**src/rtl/add_mp_seq.sv**
```systemverilog
`default_nettype none
// ============================================================================
// Module      : add_mp_seq
// Description : Multi-precision add/subtract sequencer. Streams NWORDS 32-bit
//               limbs, least-significant first, through one shared external
//               registered 32-bit adder and chains the adder's registered
//               carry-out into the next limb's carry-in.
// Ports       : clk, rst (async, active-low)
//               in_valid/in_ready, in_a, in_b, in_cin, in_sub  - operand side
//               out_valid/out_ready, out_sum, out_cout          - result side
//               busy                                            - RUN or DONE
//               add_en, add_a, add_b, add_cin -> adder inputs
//               add_sum, add_cout             <- adder registered outputs
// Revision    : 1.0 - initial release
// ============================================================================
module add_mp_seq #(
    parameter int NWORDS = 4
) (
    input  logic                   clk,
    input  logic                   rst,
    input  logic                   in_valid,
    output logic                   in_ready,
    input  logic [NWORDS*32-1:0]   in_a,
    input  logic [NWORDS*32-1:0]   in_b,
    input  logic                   in_cin,
    input  logic                   in_sub,
    output logic                   out_valid,
    input  logic                   out_ready,
    output logic [NWORDS*32-1:0]   out_sum,
    output logic                   out_cout,
    output logic                   busy,
    output logic                   add_en,
    output logic [31:0]            add_a,
    output logic [31:0]            add_b,
    output logic                   add_cin,
    input  logic [31:0]            add_sum,
    input  logic                   add_cout
);

    // Index runs 0..NWORDS: values below NWORDS are issue cycles, NWORDS is
    // the trailing capture-only cycle.
    localparam int c_IDXW = $clog2(NWORDS + 1);

    typedef enum logic [1:0] {
        S_IDLE = 2'd0,
        S_RUN  = 2'd1,
        S_DONE = 2'd2
    } state_t;

    state_t                  r_state;
    logic [c_IDXW-1:0]       r_idx;
    logic [NWORDS*32-1:0]    r_a;
    logic [NWORDS*32-1:0]    r_b;     // effective B (already inverted for subtract)
    logic                    r_sub;
    logic                    r_cin;   // effective carry-in for limb 0
    logic [NWORDS*32-1:0]    r_sum;
    logic                    r_cout;

    logic                    w_issue;
    logic [31:0]             w_a;
    logic [31:0]             w_b;

    assign in_ready  = (r_state == S_IDLE);
    assign out_valid = (r_state == S_DONE);
    assign busy      = (r_state != S_IDLE);
    assign out_sum   = r_sum;
    assign out_cout  = r_cout;

    assign w_issue = (r_state == S_RUN) && (r_idx < c_IDXW'(NWORDS));

    // Limb select for the current issue index.
    always_comb begin
        w_a = '0;
        w_b = '0;
        for (int k = 0; k < NWORDS; k++) begin
            if (r_idx == c_IDXW'(k)) begin
                w_a = r_a[32*k +: 32];
                w_b = r_b[32*k +: 32];
            end
        end
    end

    // Adder drive is combinational from state so the limb is presented in the
    // same cycle it is issued. For k>0 the carry comes straight from the
    // adder's registered carry-out of limb k-1.
    assign add_en  = w_issue;
    assign add_a   = w_issue ? w_a : 32'd0;
    assign add_b   = w_issue ? w_b : 32'd0;
    assign add_cin = w_issue && ((r_idx == '0) ? r_cin : add_cout);

    always_ff @(posedge clk or negedge rst) begin
        if (!rst) begin
            r_state <= S_IDLE;
            r_idx   <= '0;
            r_a     <= '0;
            r_b     <= '0;
            r_sub   <= 1'b0;
            r_cin   <= 1'b0;
            r_sum   <= '0;
            r_cout  <= 1'b0;
        end else begin
            case (r_state)
                S_IDLE: begin
                    if (in_valid) begin
                        r_a     <= in_a;
                        r_b     <= in_sub ? ~in_b : in_b;
                        r_sub   <= in_sub;
                        r_cin   <= in_sub | in_cin;
                        r_idx   <= '0;
                        r_state <= S_RUN;
                    end
                end
                S_RUN: begin
                    // add_sum carries limb idx-1 (one-cycle adder latency).
                    for (int k = 0; k < NWORDS; k++) begin
                        if (r_idx == c_IDXW'(k + 1)) begin
                            r_sum[32*k +: 32] <= add_sum;
                        end
                    end
                    if (r_idx == c_IDXW'(NWORDS)) begin
                        // Subtract reports borrow, the inverse of the carry.
                        r_cout  <= add_cout ^ r_sub;
                        r_state <= S_DONE;
                    end else begin
                        r_idx <= r_idx + c_IDXW'(1);
                    end
                end
                S_DONE: begin
                    if (out_ready) begin
                        r_state <= S_IDLE;
                    end
                end
                default: r_state <= S_IDLE;
            endcase
        end
    end

endmodule
`default_nettype wire
```
**config.mk**
```make
export PLATFORM = sky130hd
export DESIGN_NAME = add_mp_seq
export DESIGN_NICKNAME = d
export VERILOG_FILES = /design/src/rtl/add_mp_seq.sv
export SDC_FILE = /design/constraint.sdc
export NUM_CORES = 1
export LEC_CHECK = 0
export BUFFER_PORTS_ARGS = -buffer_cell sky130_fd_sc_hd__buf_2
export CORE_UTILIZATION = 48
export CTS_CLUSTER_SIZE = 16
export DETAILED_ROUTE_END_ITERATION = 6
export PLACE_DENSITY = 0.77
export SYNTH_ARGS = -nofsm -noshare
export SYNTH_HDL_FRONTEND = slang
export SYNTH_SLANG_ARGS = --single-unit
```
**constraint.sdc**
```tcl
create_clock -name clk -period 1.9 [get_ports clk]
set_input_delay 0.285 -clock clk [delete_from_list [all_inputs] [get_ports clk]]
set_output_delay 0.285 -clock clk [all_outputs]
set_load 0.005 [all_outputs]
```
==> impl_metrics.yaml, run 1 <==
yosys:
  synth-seq-area-share_pct: 53.71
  synth_warnings: 0
  synth_cells: 1789
  yosysTopAreaCellShare_pct: 53.71
  synth_common_cells: "587 x nand2_1, 392 x dfrtp_1, 129 x xnor2_1, 128 x o21ai_1, 68 x o21ai_0"
  ys.flop_type: "dfrtp_1"
  synth-seq-cells: 392
  synth_area_leader_cell: "dfrtp_1"
  synth_most_common_cell: "nand2_1"
  synth.avg_cell_area_um2: 10.21
  syn-num-nets: 2089
  synthesis.area_um2: 18270
  async_reset_ff_share_pct: 100.0
  yosysUniqueCellTypes: 32
  ys_top_cells_by_area: "dfrtp_1 54%, nand2_1 12%, xnor2_1 6.2%"
  synth_edf_count: 0
setup_path:
  arrival_ns: 2.37
  crit_family: "compound AO/OA/AOI/OAI gates"
  worst-path-max-fanout: 13
  startpoint_type: "flop"
  endpoint_kind: "output port"
  cp.required_ns: 1.62
  worstSetupEndpoint: "add_a[22]"
  path_buf_inv: 3
  worstReg2RegEnd: "out_sum[115]$_DFFE_PN0P_"
  r2r_start: "r_idx[1]$_DFFE_PN0P_"
  crit_chain: "inv_2 -> ha_4 -> buf_12 -> nand2_1 -> o21ai_1 -> a32o_1 -> buf_2"
  reg2regPathDepth: 10
  path_depth: 7
  critPathSlowestCell: "dfrtp_1"
  r2r_slack_ns: -0.25
  slowest_delay_ns: 0.43
  critical_path_class: "reg2out"
  crit_start: "r_idx[1]$_DFFE_PN0P_"
sta:
  hold_violations: 0
  fmax_ghz: 0.3773
  max_slew_margin_pct: 50.08
  layout_setup_ws_ns: -0.7506
  worst_slew_pin_slew_ns: 0.7488
  rsz0062_at_grt: "yes"
  skew_ns: 0.02567
  tns_ns: -47.61
  setup_viol: 138
  slew_viol_final: 0
  layout_min_cycle_time_ns: 2.651
  period_share_pct: 139.5
routing:
  vias_per_cell: 5.597
  drt_iter0_drc: 1446
  dr.pass1.iters: 6
  routedWlPerCell_um: 22.29
  drc: 0
  wl_mm: 68.63
  final_antenna_net_count: 0
  vias: 17232
power_and_ir_drop:
  p_clk_share_pct: 19.4
  irDropWorstVdd_mv: 0.9262
  power_density_nw_per_um2: 1701
  total_leakage_power_nw: 12.70
  intPower_w: 0.02749
  swShare_pct: 38.40
  pwr-share-seq_pct: 34.1
  p_comb_share_pct: 46.6
  power_w: 0.04462
  power.switching_w: 0.01713
place:
  dp_slack_ns: -0.1696
  port_buffers: 492
  gp_congestion: 0.8944
  hpwl_mm: 37.96
  dp.cells: 2738
status:
  violations: "negative setup slack"
  status: "finished with violations"
floorplan:
  ios: 493
  die_w_um: 197.1
  start_util_pct: 48.61
  dieArea_um2: 38840
  core_area_um2: 37580
  die_h_um: 197.1
  core.rowCount: 71
cts:
  clock-sinks: 392
  clock_path_buffers: 3
  cts_tree: "done"
  clk-insertion-delay-late_ns: 0.58
  cts_htree_levels: 2
  numCtsBuffers: 42
  root_buffer: "clkbuf_16"
  clkTransAtPathRegs_ns: 0.07
global_routing:
  overflow: 0
  grt_pass1_vias: 17674
  grt.total_usage_pct: 32.94
  grt_max_degree: 177
  grt_pass1_wl_mm: 98.61
  antenna_found_initial: 8
finish:
  drive_above_1_share_pct: 33.65
  seqCellArea_um2: 9809
  multi_input_area_um2: 7864
  nNetsFinal: 2830
  post-route-util_pct: 69.82
  nFillCells: 2477
  final_cells: 3079
  area_growth_pct: 43.64
min_path:
  hold_path.class: "in2reg"
job:
  maxCapViolCount: 0
-- worst min-delay path by stage --
stage                              end  cells past startpoint        from
4_1_cts           r_b[109]$_DFFE_PN0P_                      3   in_b[109]
3_5_place_dp       r_a[95]$_DFFE_PN0P_                      1         rst
3_3_place_gp       r_a[26]$_DFFE_PN0P_                      1         rst
2_1_floorplan     out_cout$_DFFE_PN0P_                      0         rst
6_report          r_b[115]$_DFFE_PN0P_                      3   in_b[115]
5_1_grt        out_sum[33]$_DFFE_PN0P_                      2  add_sum[1]
-- cells in the final DEF, fill, tap and decap left out, types with 2 or more instances in the layout --
cell type      netlist  final
inv_1                5      3
buf_6               27     19
clkbuf_1            53      7
dfrtp_1            392    392
o21ai_2              0      7
clkbuf_16            0     51
bufinv_16            0      3
a21oi_2              0     16
a21oi_1             64     43
nand2_1            587    583
o21ai_0             68     25
o21ai_1            128    164
nor2_1               3      2
clkinvlp_4           0      3
clkinv_8             0      2
mux2_4              60     79
nand2b_1            65     65
buf_2               32    485
and2_4               2      4
diode_2              0      6
nand2_2              0      3
mux2_2              65     48
mux2_1               4      2
inv_2                0      2
clkbuf_8             0     11
dlygate4sd3_1        0    225
ha_4                 0      4
a32o_1              64     54
buf_8                0      3
buf_4                9     46
a21oi_4              0      5
or3b_4               1      2
xnor2_1            129    129
clkinv_2             1      5
buf_16               0      5
a32o_2               0     10
buf_12               6     41
-- power by group through the flow --
stage	logic (W)	clock network, W	registers [W]
floorplan	0.0105	0	0.0143
global placement	0.0165	0	0.0146
detailed placement	0.0169	0	0.0148
CTS	0.0185	0.00866	0.0147
global route	0.0222	0.00906	0.0155
finish	0.0208	0.00864	0.0152
-- cell families after synthesis --
family                     after synthesis  synth area share [%]
and+or+nand+nor                        664                 14.78
xor gates and xnor gates               129                 6.186
buffers and inverters                  142                 4.973
adders and majority gates                5                0.3425
muxes                                  131                 9.296
AOI/OAI and AO/OA                      326                 10.72
DFF                                    392                 53.71
-- layer usage --
| metal | vias up | share of wire (%) | global-route usage [%] |
|---|---|---|---|
| li1 | 7409 | - | - |
| met1 | 8315 | 36 | 38.61 |
| met2 | 1138 | 48 | 54.76 |
| met3 | 366 | 9.3 | 8.332 |
| met4 | 4 | 6.8 | 19.49 |
| met5 | - | 0.034 | 0.1277 |
-- area by class of cell --
| cell class | count | area share (%) |
|---|---|---|
| timing repair buffer | 832 | 24.56 |
| clock inverter | 15 | 0.7153 |
| antenna | 6 | 0.05723 |
| tap | 511 | 2.437 |
| sequential | 392 | 37.39 |
| multi-input combinational | 1256 | 29.97 |
| clock buffer | 61 | 4.778 |
| inverter | 6 | 0.09538 |
-- per-stage QoR --
| stage | hold WS (ns) | instance area, um2 |
|---|---|---|
| after floorplan | -0.01059 | 18270 |
| after global placement | 0.2638 | 21570 |
| after detailed placement | 0.2673 | 21570 |
| after CTS | 0.0001008 | 25590 |
| after global routing | 0.006050 | 26230 |
| final | 0.02041 | 26240 |
-- registers in the layout, summed over array words and instances, names as in the netlist --
name      flops
r_b         128
out_cout      1
r_idx         3
r_cin         1
r_a         128
r_sub         1
r_state       2
out_sum     128
-- worst register-to-register path, delay by kind of cell (launching register included) --
kind,cells,cell delay [ns]
buf+inv,7,0.93
simple gates,1,0.10
fa+ha+maj,1,0.22
flops,1,0.42
mux,1,0.36
-- timing repair --
action | 4_1_cts | 5_1_grt
setup buffers | 7 | 10
pin swaps | 3 | 5
resized for setup | 69 | 83
cloned | 5 | 12
hold buffers | 225 | 0
endpoints found under the setup margin | 70 | 162
endpoints found under the hold margin | 295 | 0
No activity file was read; power rests on OpenSTA's default activity.
==> run 2: changes to the inputs <==
--- a/config.mk
+++ b/config.mk
@@ -6,10 +6,11 @@
 export NUM_CORES = 1
 export LEC_CHECK = 0
 export BUFFER_PORTS_ARGS = -buffer_cell sky130_fd_sc_hd__buf_2
-export CORE_UTILIZATION = 48
+export CORE_UTILIZATION = 41
 export CTS_CLUSTER_SIZE = 16
 export DETAILED_ROUTE_END_ITERATION = 6
-export PLACE_DENSITY = 0.77
+export PLACE_DENSITY = 0.67
+export SLEW_MARGIN = 40
 export SYNTH_ARGS = -nofsm -noshare
 export SYNTH_HDL_FRONTEND = slang
 export SYNTH_SLANG_ARGS = --single-unit
==> impl_metrics.yaml, run 2 (synthesized netlist as in run 1, its figures left out) <==
sta:
  tns_ns: -38.64
  layout_min_cycle_time_ns: 2.549
  period_share_pct: 134.2
  slew_viol_final: 0
  holdWs_ns: 0.03246
  setup_viol: 130
  worst_slew_pin_slew_ns: 0.6179
  rsz0062_at_grt: "yes"
  fmax_ghz: 0.3923
  max_slew_margin_pct: 58.80
  skew_ns: 0.02079
  layout_setup_ws_ns: -0.6489
  hold_violations: 0
cts:
  root_buffer: "clkbuf_16"
  clkTransAtPathRegs_ns: 0.06
  cts_htree_levels: 2
  clk-insertion-delay-late_ns: 0.56
  clock-sinks: 392
  cts_tree: "done"
  numCtsBuffers: 43
  clock_path_buffers: 3
routing:
  wl_met1_mm: 25.51
  top_layer_used: "met5"
  routedWlPerCell_um: 20.19
  wl_mm: 63.95
  final_antenna_net_count: 0
  dr.pass1.iters: 7
  met3_length_mm: 4.672
  vias: 16473
  vias_per_cell: 5.201
  drc: 2
  drt_iter0_drc: 1566
  met2_length_mm: 30.36
setup_path:
  slowest_delay_ns: 0.42
  cp.required_ns: 1.62
  startpoint_type: "flop"
  critical_path_class: "reg2out"
  crit_start: "r_idx[0]$_DFFE_PN0P_"
  critPathSlowestCell: "dfrtp_1"
  endpoint_kind: "output port"
  r2r_start: "r_idx[0]$_DFFE_PN0P_"
  path_buf_inv: 3
  crit_chain: "ha_1 -> ha_4 -> nor2_4 -> buf_12 -> clkbuf_16 -> a32o_2 -> buf_2"
  arrival_ns: 2.26
  worst-path-max-fanout: 17
  crit_family: "buffers and inverters"
place:
  hpwl_mm: 37.56
  port_buffers: 492
  gp_congestion: 0.8387
finish:
  drive_above_1_share_pct: 34.11
  area_growth_pct: 46.01
  nNetsFinal: 2839
  final_cell_mix: "587 x nand2_1, 489 x buf_2, 392 x dfrtp_1"
  post-route-util_pct: 61.24
  nFillCells: 3396
  final_common_cell: "nand2_1"
global_routing:
  grt_pass1_wl_mm: 93.10
  grt.total_usage_pct: 26.60
  antenna_found_initial: 13
  grt_max_degree: 88
  overflow: 0
  grt_pass1_vias: 16699
min_path:
  hold_path.class: "in2reg"
  hold_path_startpoint: "in_b[60]"
floorplan:
  die_w_um: 213.1
  ios: 493
  start_util_pct: 41.94
  dieArea_um2: 45400
  die_h_um: 213.1
  core.rowCount: 76
  core_area_um2: 43550
power_and_ir_drop:
  irDropWorstVdd_mv: 0.8848
  total_leakage_power_nw: 12.84
  power_density_nw_per_um2: 1643
job:
  maxCapViolCount: 0
status:
  status: "finished with violations"
  violations: "design-rule violations, negative setup slack"
-- run 2: cell types whose count changed in the layout (fill, tap and decap cells not counted), sizes merged --
cell         delta
and2            -1
buf            -19
bufbuf          +1
bufinv          -2
clkbuf         +10
clkinv          -4
clkinvlp        -3
diode           +8
dlygate4sd3    +21
inv             +3
-- run 2: final cells by class --
type                            instances  area [um2]  share of cell area [%]
Inverter                                6       25.02                 0.09383
Antenna cell                           14       35.03                  0.1314
Multi-Input combinational cell       1255        7983                   29.93
Tap cell                              585       732.0                   2.745
Clock inverter                          9       85.08                  0.3190
Timing Repair Buffer                  841        6721                   25.20
Clock buffer                           65        1279                   4.795
Sequential cell                       392        9809                   36.78
-- run 2: timing repair --
action	CTS	global route
endpoints found under the setup margin	100	159
gates resized for setup	116	77
buffers inserted	9	7
endpoints found under the hold margin	334	0
pin swaps	8	12
gates cloned	5	17
hold buffers	246	0
-- run 2: stage by stage --
| stage | instances | cell area, um2 | setup slack (ns) | power (W) |
|---|---|---|---|---|
| floorplan | 1789 | 18270 | 0.0003311 | 0.02487 |
| global placement | 2799 | 21660 | -0.1562 | 0.03116 |
| detailed placement | 2799 | 21660 | -0.1469 | 0.03165 |
| CTS | 3130 | 25870 | -0.6285 | 0.04164 |
| global route | 3162 | 26660 | -0.7226 | 0.04640 |
| finish | 3167 | 26670 | -0.6489 | 0.04382 |
-- run 2: final timing paths --
| kind | slack, ns | cells after the start | endpoint |
|---|---|---|---|
| worst max-delay path | -0.65 | 7 | add_a[16] |
| worst min-delay path | 0.03 | 3 | r_b[60]$_DFFE_PN0P_ |
| worst max register to register | -0.04 | 6 | out_sum[60]$_DFFE_PN0P_ |
| worst min register to register | 0.47 | 2 | r_a[65]$_DFFE_PN0P_ |
| max in group asynchronous | 0.91 | 3 | r_state[1]$_DFFE_PN0P_ |
| min in group asynchronous | 0.31 | 2 | r_a[62]$_DFFE_PN0P_ |
-- run 2: metal layers --
metal,GRT usage [%],vias to the layer above
li1,-,7430
met1,33.04,7974
met2,42.72,824
met3,5.898,241
met4,15.26,4
met5,0,-
-- run 2: tightest hold or removal path, stage by stage --
cell and delay [ns]:
buf_2 0.09, xnor2_1 0.06, o21ai_1 0.11
-- run 2: report_power, final --
group	leakage, nW	internal (W)	switching, W	total, W
logic	7.39	0.0104	0.0103	0.0207
clock network	0.676	0.00477	0.00342	0.00819
registers	4.78	0.0125	0.00244	0.0149
total	12.8	0.0276	0.0162	0.0438
==> run 3: changes to the inputs <==
--- a/config.mk
+++ b/config.mk
@@ -10,6 +10,7 @@
 export CTS_CLUSTER_SIZE = 16
 export DETAILED_ROUTE_END_ITERATION = 6
 export PLACE_DENSITY = 0.67
+export SETUP_SLACK_MARGIN = 0.3
 export SLEW_MARGIN = 40
 export SYNTH_ARGS = -nofsm -noshare
 export SYNTH_HDL_FRONTEND = slang
==> impl_metrics.yaml, run 3 (synthesized netlist as in run 1, its figures left out) <==
finish:
  final_cell_mix: "550 x nand2_1, 489 x buf_2, 392 x dfrtp_1"
  final_common_cell: "nand2_1"
  final_cells: 3189
  drive_above_1_share_pct: 35.18
  nFillCells: 3336
  area_growth_pct: 47.44
  nNetsFinal: 2861
  post-route-util_pct: 61.83
  post-route-cell-area_um2: 26930
sta:
  fmax_ghz: 0.3762
  holdWs_ns: 0.02919
  max_slew_margin_pct: 65.75
  setup_viol: 129
  hold_violations: 0
  layout_min_cycle_time_ns: 2.658
  rsz0062_at_grt: "yes"
  worst_slew_pin_slew_ns: 0.5138
  skew_ns: 0.02269
  slew_viol_final: 0
  period_share_pct: 139.9
  layout_setup_ws_ns: -0.7579
  tns_ns: -43.17
power_and_ir_drop:
  power_density_nw_per_um2: 1676
  irDropWorstVdd_mv: 0.8626
  total_leakage_power_nw: 12.94
global_routing:
  grt_max_degree: 129
  antenna_found_initial: 9
  overflow: 0
  grt.total_usage_pct: 26.89
  grt_pass1_vias: 17138
  grt_pass1_wl_mm: 94.15
job:
  maxCapViolCount: 0
status:
  violations: "design-rule violations, negative setup slack"
  status: "finished with violations"
cts:
  numCtsBuffers: 44
  cts_htree_levels: 2
  clkTransAtPathRegs_ns: 0.06
  clock-sinks: 392
  clk-insertion-delay-late_ns: 0.56
  root_buffer: "clkbuf_16"
  cts_tree: "done"
  clock_path_buffers: 3
floorplan:
  die_w_um: 213.1
  core.rowCount: 76
  die_h_um: 213.1
  ios: 493
  start_util_pct: 41.94
  core_area_um2: 43550
  dieArea_um2: 45400
routing:
  final_antenna_net_count: 0
  drc: 27
  routedWlPerCell_um: 20.36
  dr.pass1.iters: 7
  drt_iter0_drc: 1554
  vias_per_cell: 5.231
  wl_mm: 64.91
  vias: 16681
setup_path:
  arrival_ns: 2.37
  critical_path_class: "reg2out"
  endpoint_kind: "output port"
  startpoint_type: "flop"
  r2r_start: "r_state[1]$_DFFE_PN0P_"
  cp.required_ns: 1.62
  crit_start: "r_idx[0]$_DFFE_PN0P_"
  worst-path-max-fanout: 48
place:
  dp.cells: 2805
  placed_area_um2: 21610
  port_buffers: 492
  gp_congestion: 0.9183
  hpwl_mm: 38.07
min_path:
  hold_path_startpoint: "in_b[47]"
  hold_path.class: "in2reg"
[run 3: critical path, cell delays in order (launching register included)]
cell and delay, ns:
dfrtp_1 0.41, buf_4 0.16, ha_4 0.21, buf_16 0.21, a21oi_1 0.25, o21ai_1 0.16, a32o_1 0.27, buf_2 0.12
[run 3: per-layer routing]
layer | up-vias | share of wire (%) | GRT usage, % | wire length (um)
met3 | 260 | 8.2 | 6.074 | 5346
met5 | - | 0 | 0 | 0
met1 | 8012 | 38 | 32.04 | 24630
met2 | 928 | 48 | 44.96 | 31260
li1 | 7481 | - | - | -
met4 | 0 | 5.7 | 14.79 | 3669
[run 3: per-stage QoR]
step           total power [W]  worst slack, ns
3_3_place_gp           0.03144          -0.1713
5_1_grt                0.04763          -0.8203
3_5_place_dp           0.03189          -0.1817
6_report               0.04514          -0.7579
4_1_cts                0.04299          -0.6608
2_1_floorplan          0.02530           0.1297
[run 3: final cells by class]
type	instances	area, um2	area share (%)
Timing Repair Buffer	862	6888	25.58
Antenna cell	9	22.52	0.08363
Inverter	6	27.53	0.1022
Sequential cell	392	9809	36.43
Clock buffer	63	1294	4.804
Tap cell	585	732.0	2.718
Clock inverter	17	152.6	0.5668
Multi-Input combinational cell	1255	8004	29.72
[run 3: final timing paths]
check | slack [ns] | endpoint | depth (start not counted)
max | -0.76 | add_a[19] | 7
min | 0.03 | r_b[47]$_DFFE_PN0P_ | 3
max reg2reg | -0.11 | out_sum[42]$_DFFE_PN0P_ | 8
min reg2reg | 0.47 | r_a[66]$_DFFE_PN0P_ | 2
max in group asynchronous | 0.84 | r_b[119]$_DFFE_PN0P_ | 4
min in group asynchronous | 0.22 | r_a[105]$_DFFE_PN0P_ | 2
[run 3: what timing repair did]
item	4_1_cts	5_1_grt
endpoints found under the setup margin	460	454
hold endpoints to repair	450	0
resized for setup	116	102
pin swaps	5	17
gates cloned	7	14
hold buffers	245	0
buffers inserted	15	14
[run 3: where the power goes]
group          internal [W]  switching (W)
Sequential           0.0125        0.00260
Clock               0.00502        0.00351
Combinational        0.0108         0.0107
